--- src/rtl/sysid_regs.sv ---
// sysid_regs: read-mostly Avalon-MM system identification slave.
//
// Registered read data with READ_LATENCY of 1 or 2 cycles, qualified by a
// single-cycle readdatavalid strobe. No waitrequest, so reads may issue every
// cycle and are pipelined.
//
// Word map:
//   0 ID_VALUE
//   1 TIMESTAMP_VALUE
//   2 uptime[31:0]
//   3 hi_shadow
//   4 scratch
//   5 capability word
//   6+ reserved, read as zero
//
// Reading word 2 also captures uptime[63:32] into hi_shadow, so software
// reads word 2 and then word 3 to obtain a coherent 64-bit uptime value.
//
// Optional feature macro: SYSID_UPTIME_EN. When it is defined, the uptime
// counter, prescaler and hi_shadow are built. When it is undefined, words 2
// and 3 read zero, CAP bit0 reads zero, and CAP clear writes are ignored.
module sysid_regs #(
  parameter logic [31:0] ID_VALUE        = 32'h0000_0000,
  parameter logic [31:0] TIMESTAMP_VALUE = 32'h56E1_0AAA,
  parameter int          ADDR_WIDTH      = 3,
  parameter int          READ_LATENCY    = 1,
  parameter int          PRESCALE        = 1,
  parameter logic [31:0] SCRATCH_RESET   = 32'h0000_0000,
  parameter logic [15:0] BLOCK_VERSION   = 16'h0002
) (
  input  logic                  clock,
  input  logic                  reset_n,
  input  logic [ADDR_WIDTH-1:0] address,
  input  logic                  read,
  input  logic                  write,
  input  logic [31:0]           writedata,
  output logic [31:0]           readdata,
  output logic                  readdatavalid
);

  // Reject parameter values the map and the pipeline cannot support.
  if (ADDR_WIDTH < 3 || (READ_LATENCY != 1 && READ_LATENCY != 2) || PRESCALE < 1) begin : g_bad_params
    $error("sysid_regs: illegal parameter value");
  end

  localparam logic [ADDR_WIDTH-1:0] A_ID      = ADDR_WIDTH'(0);
  localparam logic [ADDR_WIDTH-1:0] A_TS      = ADDR_WIDTH'(1);
  localparam logic [ADDR_WIDTH-1:0] A_SCRATCH = ADDR_WIDTH'(4);
  localparam logic [ADDR_WIDTH-1:0] A_CAP     = ADDR_WIDTH'(5);

`ifdef SYSID_UPTIME_EN
  localparam logic UPTIME_PRESENT = 1'b1;
`else
  localparam logic UPTIME_PRESENT = 1'b0;
`endif

  localparam logic [31:0] CAP_WORD = {BLOCK_VERSION, 6'd0, 2'(READ_LATENCY), 7'd0, UPTIME_PRESENT};

  logic [31:0] scratch;
  logic [31:0] rd_mux;
  logic        out_load;
  logic [31:0] out_data;

  // Scratch register: the only general-purpose writable word.
  // NOTE: sequential state is always assigned with <=, so a read and a write
  // in the same cycle see the pre-write value without any special casing.
  always_ff @(posedge clock or negedge reset_n) begin
    if (!reset_n) begin
      scratch <= SCRATCH_RESET;
    end else if (write && address == A_SCRATCH) begin
      scratch <= writedata;
    end
  end

`ifdef SYSID_UPTIME_EN
  localparam int          PW        = (PRESCALE > 1) ? $clog2(PRESCALE) : 1;
  localparam logic [1:0]  A_UNUSED  = 2'b00;
  localparam logic [ADDR_WIDTH-1:0] A_UP_LO = ADDR_WIDTH'(2);
  localparam logic [ADDR_WIDTH-1:0] A_UP_HI = ADDR_WIDTH'(3);

  logic [63:0]   uptime;
  logic [PW-1:0] prescaler;
  logic [31:0]   hi_shadow;
  logic          cap_clear;
  logic          presc_wrap;

  assign cap_clear  = write && (address == A_CAP) && writedata[0];
  assign presc_wrap = (prescaler == PW'(PRESCALE - 1));

  // Free-running uptime counter; a CAP clear beats a same-cycle increment.
  always_ff @(posedge clock or negedge reset_n) begin
    if (!reset_n) begin
      uptime    <= '0;
      prescaler <= '0;
    end else if (cap_clear) begin
      uptime    <= '0;
      prescaler <= '0;
    end else if (presc_wrap) begin
      uptime    <= uptime + 64'd1;
      prescaler <= '0;
    end else begin
      prescaler <= prescaler + PW'(1);
    end
  end

  // Capture the high word whenever the low word is read, for atomic readout.
  always_ff @(posedge clock or negedge reset_n) begin
    if (!reset_n) begin
      hi_shadow <= '0;
    end else if (read && address == A_UP_LO) begin
      hi_shadow <= uptime[63:32];
    end
  end
`endif

  // Read data selection from current register state.
  // NOTE: every always_comb output gets a default first, so no path can
  // leave it unassigned and infer a latch.
  always_comb begin
    rd_mux = '0;
    case (address)
      A_ID:      rd_mux = ID_VALUE;
      A_TS:      rd_mux = TIMESTAMP_VALUE;
`ifdef SYSID_UPTIME_EN
      A_UP_LO:   rd_mux = uptime[31:0];
      A_UP_HI:   rd_mux = hi_shadow;
`endif
      A_SCRATCH: rd_mux = scratch;
      A_CAP:     rd_mux = CAP_WORD;
      default:   rd_mux = '0;
    endcase
  end

  if (READ_LATENCY == 2) begin : g_lat2
    logic        pipe_valid;
    logic [31:0] pipe_data;

    // Extra register stage between the read mux and the output register.
    always_ff @(posedge clock or negedge reset_n) begin
      if (!reset_n) begin
        pipe_valid <= 1'b0;
        pipe_data  <= '0;
      end else begin
        pipe_valid <= read;
        if (read) begin
          pipe_data <= rd_mux;
        end
      end
    end

    assign out_load = pipe_valid;
    assign out_data = pipe_data;
  end else begin : g_lat1
    assign out_load = read;
    assign out_data = rd_mux;
  end

  // Output register: readdata holds between reads, and valid pulses once.
  always_ff @(posedge clock or negedge reset_n) begin
    if (!reset_n) begin
      readdata      <= '0;
      readdatavalid <= 1'b0;
    end else begin
      readdatavalid <= out_load;
      if (out_load) begin
        readdata <= out_data;
      end
    end
  end

endmodule
--- config.mk ---
export PLATFORM = sky130hd
export DESIGN_NAME = sysid_regs
export DESIGN_NICKNAME = d
export VERILOG_FILES = /design/src/rtl/sysid_regs.sv
export SDC_FILE = /design/constraint.sdc
export NUM_CORES = 1
export LEC_CHECK = 0
export CORE_MARGIN = 5
export CORE_UTILIZATION = 52
export CTS_CLUSTER_DIAMETER = 120
export DETAILED_ROUTE_END_ITERATION = 6
export PLACE_DENSITY = 0.92
export SLEW_MARGIN = 25
export SYNTH_ARGS = -nofsm -noshare
export SYNTH_HDL_FRONTEND = slang
export SYNTH_SLANG_ARGS = --single-unit
--- constraint.sdc ---
create_clock -name clock -period 1.2 [get_ports clock]
set_input_delay 0.24 -clock clock [delete_from_list [all_inputs] [get_ports clock]]
set_output_delay 0.24 -clock clock [all_outputs]
set_load 0.02 [all_outputs]
Word-level counts from Yosys, hierarchy flattened
Cells that the tools add are included.
Storage, ports and cells
  register bits: 65
Cells by class
  eq/ne operators: 3
  reductions and logical operators: 1
  muxes and demuxes: 1
Operator list (count)
  32-bit case mux with 3 select lines: 1
  3-bit == test (second input constant): 2
  3-bit by 1-bit == test with 1-bit output (second input constant): 1
  1-bit logical AND: 1

Depth between registers and ports, before layout
  depth in word-level cells: 2
  depth in mapped cells: 5
  mapped depth without buffers: 3

Worst setup path before layout
No wires, ideal clock.
  path type: input to register
  start: input port address[1]
  end: register scratch[0]
  buffers on the path: 2
  setup slack: -282 ps
  arrival: 1357 ps
  stages on the path: 5
  cell sequence: or3b_1 -> buf_6 -> nor2_8 -> buf_12 -> mux2_4
Between the ends
  longest elaborated chain between the ends: 2
Ends and longest elaborated chain
  start, declared: RTL line 33  | input logic [ADDR_WIDTH-1:0] address,
  3-bit == test: RTL line 70  | end else if (write && address == A_SCRATCH) begin
  1-bit logical AND: RTL line 70
  end signal, assigned: RTL line 71  | scratch <= writedata;
  end, declared: RTL line 59  | logic [31:0] scratch;
No other way between the ends.
A chain may end at the register's enable or synchronous reset.

Worst setup path in the final report
  start: input port address[0]
  end: register scratch[22]
The elaborated chain is that of the path after synthesis.

==> results.ini <==
[floorplan]
initial_core_util_pct=53.5
die_width_microns=82.3
ioPinCount=72
core_sq_um=5070
fp.dieArea_sq_um=6770
fp-row-count=26
die_h_microns=82.3

[timing]
setup_viol=16
finalHoldViolations=0
max_freq_mhz=791
final.min_clock_period_ns=1.26
fin_crit_sh_pct=105
finalMaxSlewViolations=0
tightest_slew_ns=0.333
hold_slack_ns=0.237
clock_skew_ns=0.00841
relSlewSlack_pct=77.8
setup_ws_ns=-0.0642
rsz0062_at_grt=true

[critical_path]
crit_type=primary input to flip-flop
crit_path_start_kind=primary input
cp.required_ns=1.41
path_depth=6
r2r_cells=2
slowest_stage=or3b_4
regToRegStartpoint=scratch[17]$_DFFE_PN0P_
critPathMaxStageDelay_ns=0.42
cp.arrival_ns=1.48
crit_chain=buf_6, or3b_4, nor2_8, buf_12, buf_12, mux2_4
end_kind=flip-flop
crit_buf_inv=3
r2r_slack_ns=0.35
reg2reg_to=readdata[17]$_DFFE_PN0P_
cp_max_fo=8
cpMostUsedCell=buf_12
crit_path_start=address[0]
cp-endpoint=scratch[22]$_DFFE_PN0P_
crit_family=simple AND/OR/NAND/NOR gates

[power]
p_seq_share_pct=48.5
ir_worst_vdd_uv=1020
switching_share_pct=25.6
total_leakage_power_nw=1.74
internal_power_mw=4.15
power_density_nw_per_um2=1520
comb_power_share_pct=18.1
power_frac_clock_pct=33.4
switching_power_mw=1.43

[clock_tree]
cts_tree=yes
cts_inserted_buffers=9
insertion_delay_ns=0.34
clkTransAtPathRegs_ns=0.07
clk_path_buf_depth=2
root_buffer=clkbuf_8
clkSinkCount=65
htreeDepth=3

[cells_and_area]
drive_above_1_share_pct=34.1
finalInstanceArea_sq_um=3660
fin_util_pct=72.2
final_common_cell=dfrtp_1
antenna_cells=0
final_cell_mix=65 x dfrtp_1, 35 x buf_2, 32 x clkdlybuf4s50_1
area_growth_pct=35.0
nets=340

[status]
status=finished with violations
failed_checks=setup timing

[yosys]
synth_largest_area_cell=dfrtp_1
ys_seq_area_share_pct=59.9
synth_top_area_share_pct=59.9
ys_types=17
syn_avg_cell_area_sq_um=12.6
syn-cell-area_sq_um=2720
synth_fp_nets=254
ys_ff_latch=65
syn_inst=215
yosysWarningCount=0
synth_area_leaders=dfrtp_1 60%, mux2_4 17%, nand2_1 4.3%

[hold_path]
worstHoldPathType=primary input to flip-flop

[global_routing]
grt_max_degree=66
antenna_found_initial=0
grt_pass1_wl_microns=9970
grt_pass1_vias=1987
grt-ovfl-total=0
gr-usage-all-layers_pct=20.5

[place]
port_buffers=71
hpwl_microns=4240
gp_congestion=0.766
place_area_sq_um=3530

[route]
viasPerCell=5.18
ant_nets=0
wirelength_microns=6330
wl_per_cell_microns=16.9
dr.pass1.iters=4
num_vias=1943
drcViolationCount=0
drt_iter0_drc=73

[run]
cap_violations=0

## metal layers
layer,part of all wire (%),GRT usage [%],up-vias
li1,-,-,903
met1,41,24.3,943
met2,51,34.3,81
met3,6.4,5.75,16
met4,2.1,9.80,0
met5,0,0,-
## cell families (layout without fill, tap and decap cells)
logic type             after synthesis  count (layout)  synth area share (%)
and+or+nand+nor                     35              35                  5.81
buffers and inverters               34             124                  6.82
AOI/OAI and AO/OA                   49              49                  10.0
DFF                                 65              65                  59.9
muxes                               32              32                  17.4
## what timing repair did
action,4_1_cts,5_1_grt
endpoints found under the setup margin,81,25
hold buffers,1,0
hold endpoints to repair,65,0
pin swaps,2,1
gates resized for setup,149,3
setup buffers,3,1
gates cloned,2,0
## registers in the layout, indices dropped and copies added, names as in the netlist
register	flops
readdata	32
readdatavalid	1
scratch	32
## stage by stage
step | setup slack (ns) | TNS, ns | power, mW | instances
final | -0.0642 | -0.768 | 5.58 | 375
after global routing | -0.0589 | -0.749 | 5.83 | 375
after CTS | -0.0633 | -1.04 | 5.61 | 375
after detailed placement | -0.776 | -35.26 | 3.80 | 354
after global placement | -0.749 | -32.57 | 3.74 | 354
after floorplan | -0.282 | -8.82 | 3.31 | 215
## final cells by class
cell class                 count  area (sq um)
fill                         374          1410
tap                           70          87.6
clock buffer                  12           155
sequential                    65          1630
timing repair buffer          89           774
multi-input combinational    116           906
clock inverter                 3          40.0
inverter                      20          75.1
## power groups by stage
stage,clock network (mW),registers (mW),logic [mW]
after CTS,1.89,2.70,1.02
after detailed placement,0,2.73,1.07
after global placement,0,2.72,1.02
after global routing,2.02,2.73,1.08
after floorplan,0,2.78,0.533
final,1.86,2.71,1.01
## Yosys cell counts
| library cell | count |
|---|---|
| dfrtp_1 | 65 |
| nor2_8 | 1 |
| a21boi_0 | 1 |
| nor2b_1 | 2 |
| inv_1 | 20 |
| a21oi_1 | 14 |
| mux2_2 | 2 |
| buf_2 | 1 |
| nand2_1 | 31 |
| or3b_1 | 1 |
| o21ai_0 | 16 |
| mux2_4 | 30 |
| buf_6 | 1 |
| o211ai_1 | 2 |
| buf_12 | 3 |
| o22ai_1 | 16 |
| clkbuf_1 | 9 |
## worst min path at each step
| stage | start | to | slack [ns] | cells after the start |
|---|---|---|---|---|
| global placement | reset_n | readdata[4]$_DFFE_PN0P_ | 0.27 | 2 |
| floorplan | reset_n | readdata[0]$_DFFE_PN0P_ | -0.06 | 0 |
| CTS | read | readdata[17]$_DFFE_PN0P_ | 0.21 | 2 |
| finish | read | readdata[2]$_DFFE_PN0P_ | 0.24 | 2 |
| global route | read | readdata[2]$_DFFE_PN0P_ | 0.24 | 3 |
| detailed placement | reset_n | readdata[4]$_DFFE_PN0P_ | 0.28 | 2 |
No activity file was read; power rests on OpenSTA's default activity.
